File: src/rtl/calc_pkg.sv
// Shared definitions for the calculator datapath slice.
// estado encodings are common with the entry FSM that drives this bank.
package calc_pkg;

  localparam logic [2:0] EST_A   = 3'd0;
  localparam logic [2:0] EST_B   = 3'd1;
  localparam logic [2:0] EST_OP  = 3'd2;
  localparam logic [2:0] EST_RES = 3'd3;
  localparam logic [2:0] EST_CLR = 3'd4;

  // ALU request sequencer
  typedef enum logic [1:0] {
    IDLE,
    START,
    WAIT,
    DONE
  } seq_state_t;

endpackage

File: src/rtl/digit_shift_reg.sv
// Digit-entry shift register: each push shifts the held value left by one
// digit and inserts din in the least-significant digit, until DIGITS are held.
// Ports:
//   clk, rst   clock, asynchronous active-high reset
//   clr        synchronous clear (wins over push)
//   push       append din when not full
//   din        digit to append
//   value      held digits, last-entered in the LS digit
//   count      number of digits held (0..DIGITS)
module digit_shift_reg #(
  parameter int DIGITS  = 4,
  parameter int DIGIT_W = 4
) (
  input  logic                         clk,
  input  logic                         rst,
  input  logic                         clr,
  input  logic                         push,
  input  logic [DIGIT_W-1:0]           din,
  output logic [DIGITS*DIGIT_W-1:0]    value,
  output logic [$clog2(DIGITS+1)-1:0]  count
);

  localparam int CNT_W = $clog2(DIGITS+1);
  localparam logic [CNT_W-1:0] FULL = CNT_W'(DIGITS);

  always_ff @(posedge clk or posedge rst) begin
    if (rst) begin
      value <= '0;
      count <= '0;
    end else if (clr) begin
      value <= '0;
      count <= '0;
    end else if (push && (count < FULL)) begin
      value <= {value[DIGITS*DIGIT_W-DIGIT_W-1:0], din};
      count <= count + 1'b1;
    end
  end

endmodule

File: src/rtl/operand_bank.sv
// Datapath end of the calculator entry FSM: collects operand digits, the
// operation code, runs the start/done handshake with the ALU and drives the
// registered word for the main display.
// Ports:
//   clk, rst                 clock, asynchronous active-high reset
//   trigger_1/trigger_2      append digit_in to operand A / B
//   trigger_op               capture op_in
//   reset_a_reg              synchronous clear of all bank state
//   estado                   entry phase from the entry FSM
//   digit_in, op_in          switch inputs
//   alu_result, alu_done     ALU answer and completion
//   operand_a/b, a/b_count   operand registers and digit counts
//   op_code                  captured operation
//   alu_start                one-cycle ALU request
//   result, result_valid     latched ALU answer
//   disp_value               registered display word
module operand_bank
  import calc_pkg::*;
#(
  parameter int DIGITS  = 4,
  parameter int DIGIT_W = 4,
  parameter int OP_W    = 2,
  parameter int RES_W   = 16
) (
  input  logic                         clk,
  input  logic                         rst,
  input  logic                         trigger_1,
  input  logic                         trigger_2,
  input  logic                         trigger_op,
  input  logic                         reset_a_reg,
  input  logic [2:0]                   estado,
  input  logic [DIGIT_W-1:0]           digit_in,
  input  logic [OP_W-1:0]              op_in,
  input  logic [RES_W-1:0]             alu_result,
  input  logic                         alu_done,
  output logic [DIGITS*DIGIT_W-1:0]    operand_a,
  output logic [DIGITS*DIGIT_W-1:0]    operand_b,
  output logic [OP_W-1:0]              op_code,
  output logic [$clog2(DIGITS+1)-1:0]  a_count,
  output logic [$clog2(DIGITS+1)-1:0]  b_count,
  output logic                         alu_start,
  output logic [RES_W-1:0]             result,
  output logic                         result_valid,
  output logic [RES_W-1:0]             disp_value
);

  seq_state_t state, state_nxt;
  logic [2:0] estado_q;
  logic       res_entry;

  digit_shift_reg #(.DIGITS(DIGITS), .DIGIT_W(DIGIT_W)) u_reg_a (
    .clk   (clk),
    .rst   (rst),
    .clr   (reset_a_reg),
    .push  (trigger_1),
    .din   (digit_in),
    .value (operand_a),
    .count (a_count)
  );

  digit_shift_reg #(.DIGITS(DIGITS), .DIGIT_W(DIGIT_W)) u_reg_b (
    .clk   (clk),
    .rst   (rst),
    .clr   (reset_a_reg),
    .push  (trigger_2),
    .din   (digit_in),
    .value (operand_b),
    .count (b_count)
  );

  // A new ALU request starts only on entry into the result phase.
  assign res_entry = (estado == EST_RES) && (estado_q != EST_RES);

  always_ff @(posedge clk or posedge rst) begin
    if (rst) begin
      state <= IDLE;
    end else if (reset_a_reg) begin
      state <= IDLE;
    end else begin
      state <= state_nxt;
    end
  end

  always_comb begin
    state_nxt = state;
    unique case (state)
      IDLE:  if (res_entry) state_nxt = START;
      START: state_nxt = WAIT;
      // Completion takes priority over an abort seen in the same cycle.
      WAIT: begin
        if (alu_done)                  state_nxt = DONE;
        else if (estado != EST_RES)    state_nxt = IDLE;
      end
      DONE:  if (estado != EST_RES) state_nxt = IDLE;
      default: state_nxt = IDLE;
    endcase
  end

  always_comb begin
    alu_start = (state == START);
  end

  always_ff @(posedge clk or posedge rst) begin
    if (rst) begin
      op_code      <= '0;
      estado_q     <= '0;
      result       <= '0;
      result_valid <= 1'b0;
      disp_value   <= '0;
    end else if (reset_a_reg) begin
      op_code      <= '0;
      estado_q     <= '0;
      result       <= '0;
      result_valid <= 1'b0;
      disp_value   <= '0;
    end else begin
      estado_q <= estado;
      if (trigger_op) op_code <= op_in;

      if ((state == WAIT) && alu_done) begin
        result       <= alu_result;
        result_valid <= 1'b1;
      end else if ((state == DONE) && (estado != EST_RES)) begin
        result_valid <= 1'b0;
      end

      unique case (estado)
        EST_A:   disp_value <= RES_W'(operand_a);
        EST_B:   disp_value <= RES_W'(operand_b);
        EST_OP:  disp_value <= RES_W'(op_code);
        EST_RES: disp_value <= result_valid ? result : '0;
        default: disp_value <= '0;
      endcase
    end
  end

endmodule
File: config.mk
export PLATFORM = sky130hd
export DESIGN_NAME = operand_bank
export DESIGN_NICKNAME = d
export VERILOG_FILES = /design/src/rtl/calc_pkg.sv /design/src/rtl/digit_shift_reg.sv /design/src/rtl/operand_bank.sv
export SDC_FILE = /design/constraint.sdc
export NUM_CORES = 1
export LEC_CHECK = 0
export ABC_AREA = 1
export BUFFER_PORTS_ARGS = -buffer_cell sky130_fd_sc_hd__buf_4
export CAP_MARGIN = 20
export CORE_UTILIZATION = 35
export DETAILED_ROUTE_END_ITERATION = 16
export PLACE_DENSITY = 0.58
export REMOVE_ABC_BUFFERS = 1
export SLEW_MARGIN = 20
export SYNTH_ARGS = -nofsm -noshare
export SYNTH_HDL_FRONTEND = slang
export SYNTH_SLANG_ARGS = --single-unit
File: constraint.sdc
create_clock -name clk -period 2.67 [get_ports clk]
set_clock_uncertainty 0.05 [all_clocks]
set_input_delay 0.267 -clock clk [delete_from_list [all_inputs] [get_ports clk]]
set_output_delay 0.267 -clock clk [all_outputs]
set_load 0.01 [all_outputs]
==> results.yml <==
sta:
  tightest_slew_ns: 0.745
  fmax_mhz: 632
  final.setup.tns_ns: 0
  setup_viol: 0
  min_period_ns: 1.58
  drv_slew: 0
  post-route-worst-setup-slack_ns: 1.09
  period_share: 0.593
  max_slew_margin: 0.502
  rsz0062_at_grt: "false"
  hold_viol: 0
cts:
  clock_sinks: 78
  cts_max_level: 3
  clk_pin_slew_worst_paths_ns: 0.08
  ctsRootBufferMaster: "clkbuf_8"
  cts_buffers: 9
  cts_buffer_depth: 2
  clock_latency_ns: 0.35
  cts_tree: "yes"
setup_path:
  worst-path-buf-inv: 1
  crit_required_ns: 2.35
  critPathLaunchType: "flop"
  setup.worst_path.end_class: "output port"
  critPathTopFamily: "flip-flops"
  slowest_delay_ns: 0.69
  worst_path_max_delay_cell: "dfrtp_1"
  worstSetupPathType: "flop to output port"
  crit_chain: "buf_4"
  crit_arrival_ns: 1.27
  cp_max_fo: 18
die:
  start_util: 0.359
  row_count: 37
  io_pins: 106
  dieArea_sq_mm: 0.0109
  core_area_sq_mm: 0.0102
  die_w_um: 104
  die_h_um: 104
place:
  port_buffers: 105
  pre_cts_slack_ns: 0.884
  dp.cells: 669
  dpl_cell_area_sq_mm: 0.00454
  routabilityCongestion: 0.782
  dp_hpwl_um: 6750
global_routing:
  grt_pass1_wl_um: 16200
  track_usage: 0.191
  gr-total-overflow: 0
  antenna_found_initial: 0
  grt_max_degree: 44
  grt_pass1_vias: 3134
yosys:
  synth_top_family_by_area: "simple AND/OR/NAND/NOR gates"
  synth_edf_count: 0
  synth_common_cells: "nand2_1, dfrtp_1, nand3_1, inv_1, o21ai_0"
  netlist_area_sq_mm: 0.00368
  synth_cell_types: 25
  syn_area_per_cell_sq_um: 8.21
  synth_compound_area_frac: 0.0606
  synth.top_cell.area_share: 0.531
  synth_flop_cell: "dfrtp_1"
  yosysWarningCount: 0
  seq_area_frac_synth: 0.531
  synth_fa_ha_area_frac: 0.00681
  yosys.area.top_type: "dfrtp_1"
  synth_simple_gate_area_frac: 0.292
  synth.area.mux_share: 0.00545
  synth_xor_area_frac: 0
  synth-seq-cells: 78
  synthTopCellsByArea: "dfrtp_1, nand2_1, nand3_1, inv_1, o21ai_0"
  synthArstFlopShare: 1.00
  yosysMostFrequentCell: "nand2_1"
  synth_cells: 448
detailed_routing:
  vias: 3326
  drt-total-wl_um: 9860
  drt-initial-drc-count: 195
  drc_errors: 0
  drt.antenna.violating_nets: 0
  wl_per_cell_um: 14.4
  dr.pass1.iters: 4
  via_per_inst: 4.85
job:
  maxCapViolCount: 0
pwr:
  powerDensity_mw_per_mm2: 530
  p_leak_nw: 2.63
  ir_worst_vdd_v: 0.000315
layout:
  diodes: 0
  num-nets-final: 579
  nFillCells: 1038
  final_area_sq_mm: 0.00475
  syn2layout_area_growth_pct: 29.3
  stdcell_count: 686
  drive_above_1_share: 0.255
worst_hold_path:
  hold_path_class: "primary input to flop"
outcome:
  status: "finished clean"
[layer usage]
| layer | vias up | part of all wire | track usage |
|---|---|---|---|
| met5 | - | 0 | 0 |
| met4 | 0 | 0.012 | 0.0571 |
| met3 | 10 | 0.057 | 0.0470 |
| met2 | 109 | 0.48 | 0.289 |
| met1 | 1572 | 0.45 | 0.268 |
| li1 | 1635 | - | - |
[repair_timing]
| item | 4_1_cts | 5_1_grt |
|---|---|---|
| hold buffers | 1 | 0 |
| gates resized for setup | 0 | 0 |
| setup buffers | 0 | 0 |
| endpoints found under the hold margin | 37 | 0 |
[metrics by stage]
stage / total power [mW] / hold slack, ns / util
2_1_floorplan: 1.46 / 0.282 / -
3_3_place_gp: 1.64 / 0.350 / 0.444
3_5_place_dp: 1.64 / 0.357 / 0.444
4_1_cts: 2.55 / 0.0433 / 0.464
5_1_grt: 2.63 / 0.0483 / 0.464
6_report: 2.52 / 0.0599 / 0.464
[report_power, final]
group	switching (mW)	leakage [nW]	internal [mW]
Clock	0.465	0.0931	0.439
Sequential	0.0549	1.07	1.23
Combinational	0.197	1.47	0.136
Total	0.717	2.63	1.80
[worst reg2reg max path, cell delays in order, from the launching register on]
cell     delay [ns]
dfrtp_1        0.40
inv_1          0.13
nand3_4        0.23
nor2_4         0.38
nand2_1        0.11
nand2_1        0.08
[state kept, by name, indices dropped and copies added, names as in the netlist]
name	count
disp_value	16
estado_q	3
op_code	2
result	16
result_valid	1
state	2
u_reg_a.count	3
u_reg_a.value	16
u_reg_b.count	3
u_reg_b.value	16
[cells by family (layout without fill, tap and decap cells)]
family,after synthesis,after routing
flops,78,78
fa+ha+maj,2,2
simple gates,237,237
compound gates,42,42
buf+inv,87,189
mux,2,2
[placed cells by master, fill, tap and decap left out, types with 3 or more instances in the layout]
master and instances:
nor2_1 15, inv_1 57, nand2_1 120, dfrtp_1 78, nor2_4 3, o21ai_0 32, nand3_1 77, clkbuf_8 9
buf_4 111, nand4_1 16
[area by class of cell]
type	instances	area [sq um]	area share
clock buffers	10	128	0.0269
clock inverters	6	71.3	0.0150
inverters	60	226	0.0477
multi-input cells	283	1340	0.282
flip-flops and latches	78	1950	0.411
well taps	136	170	0.0358
repair buffers	113	863	0.182
[path summary, 6_finish.rpt]
| check | start | to | slack [ns] | cells past startpoint |
|---|---|---|---|---|
| max in group asynchronous | rst | u_reg_b.value[9]$_DFFE_PP0P_ | 1.40 | 4 |
| worst max register to register | state[0]$_DFFE_PP0P_ | result[5]$_DFFE_PP0P_ | 1.22 | 5 |
| worst max-delay path | result_valid$_DFFE_PP0P_ | result_valid | 1.09 | 1 |
| worst min register to register | u_reg_b.count[0]$_DFFE_PP0P_ | u_reg_b.count[0]$_DFFE_PP0P_ | 0.47 | 1 |
| worst min-delay path | alu_result[0] | result[0]$_DFFE_PP0P_ | 0.06 | 3 |
| min in group asynchronous | rst | state[1]$_DFFE_PP0P_ | 0.52 | 3 |
(Power assumes the default switching activity.)
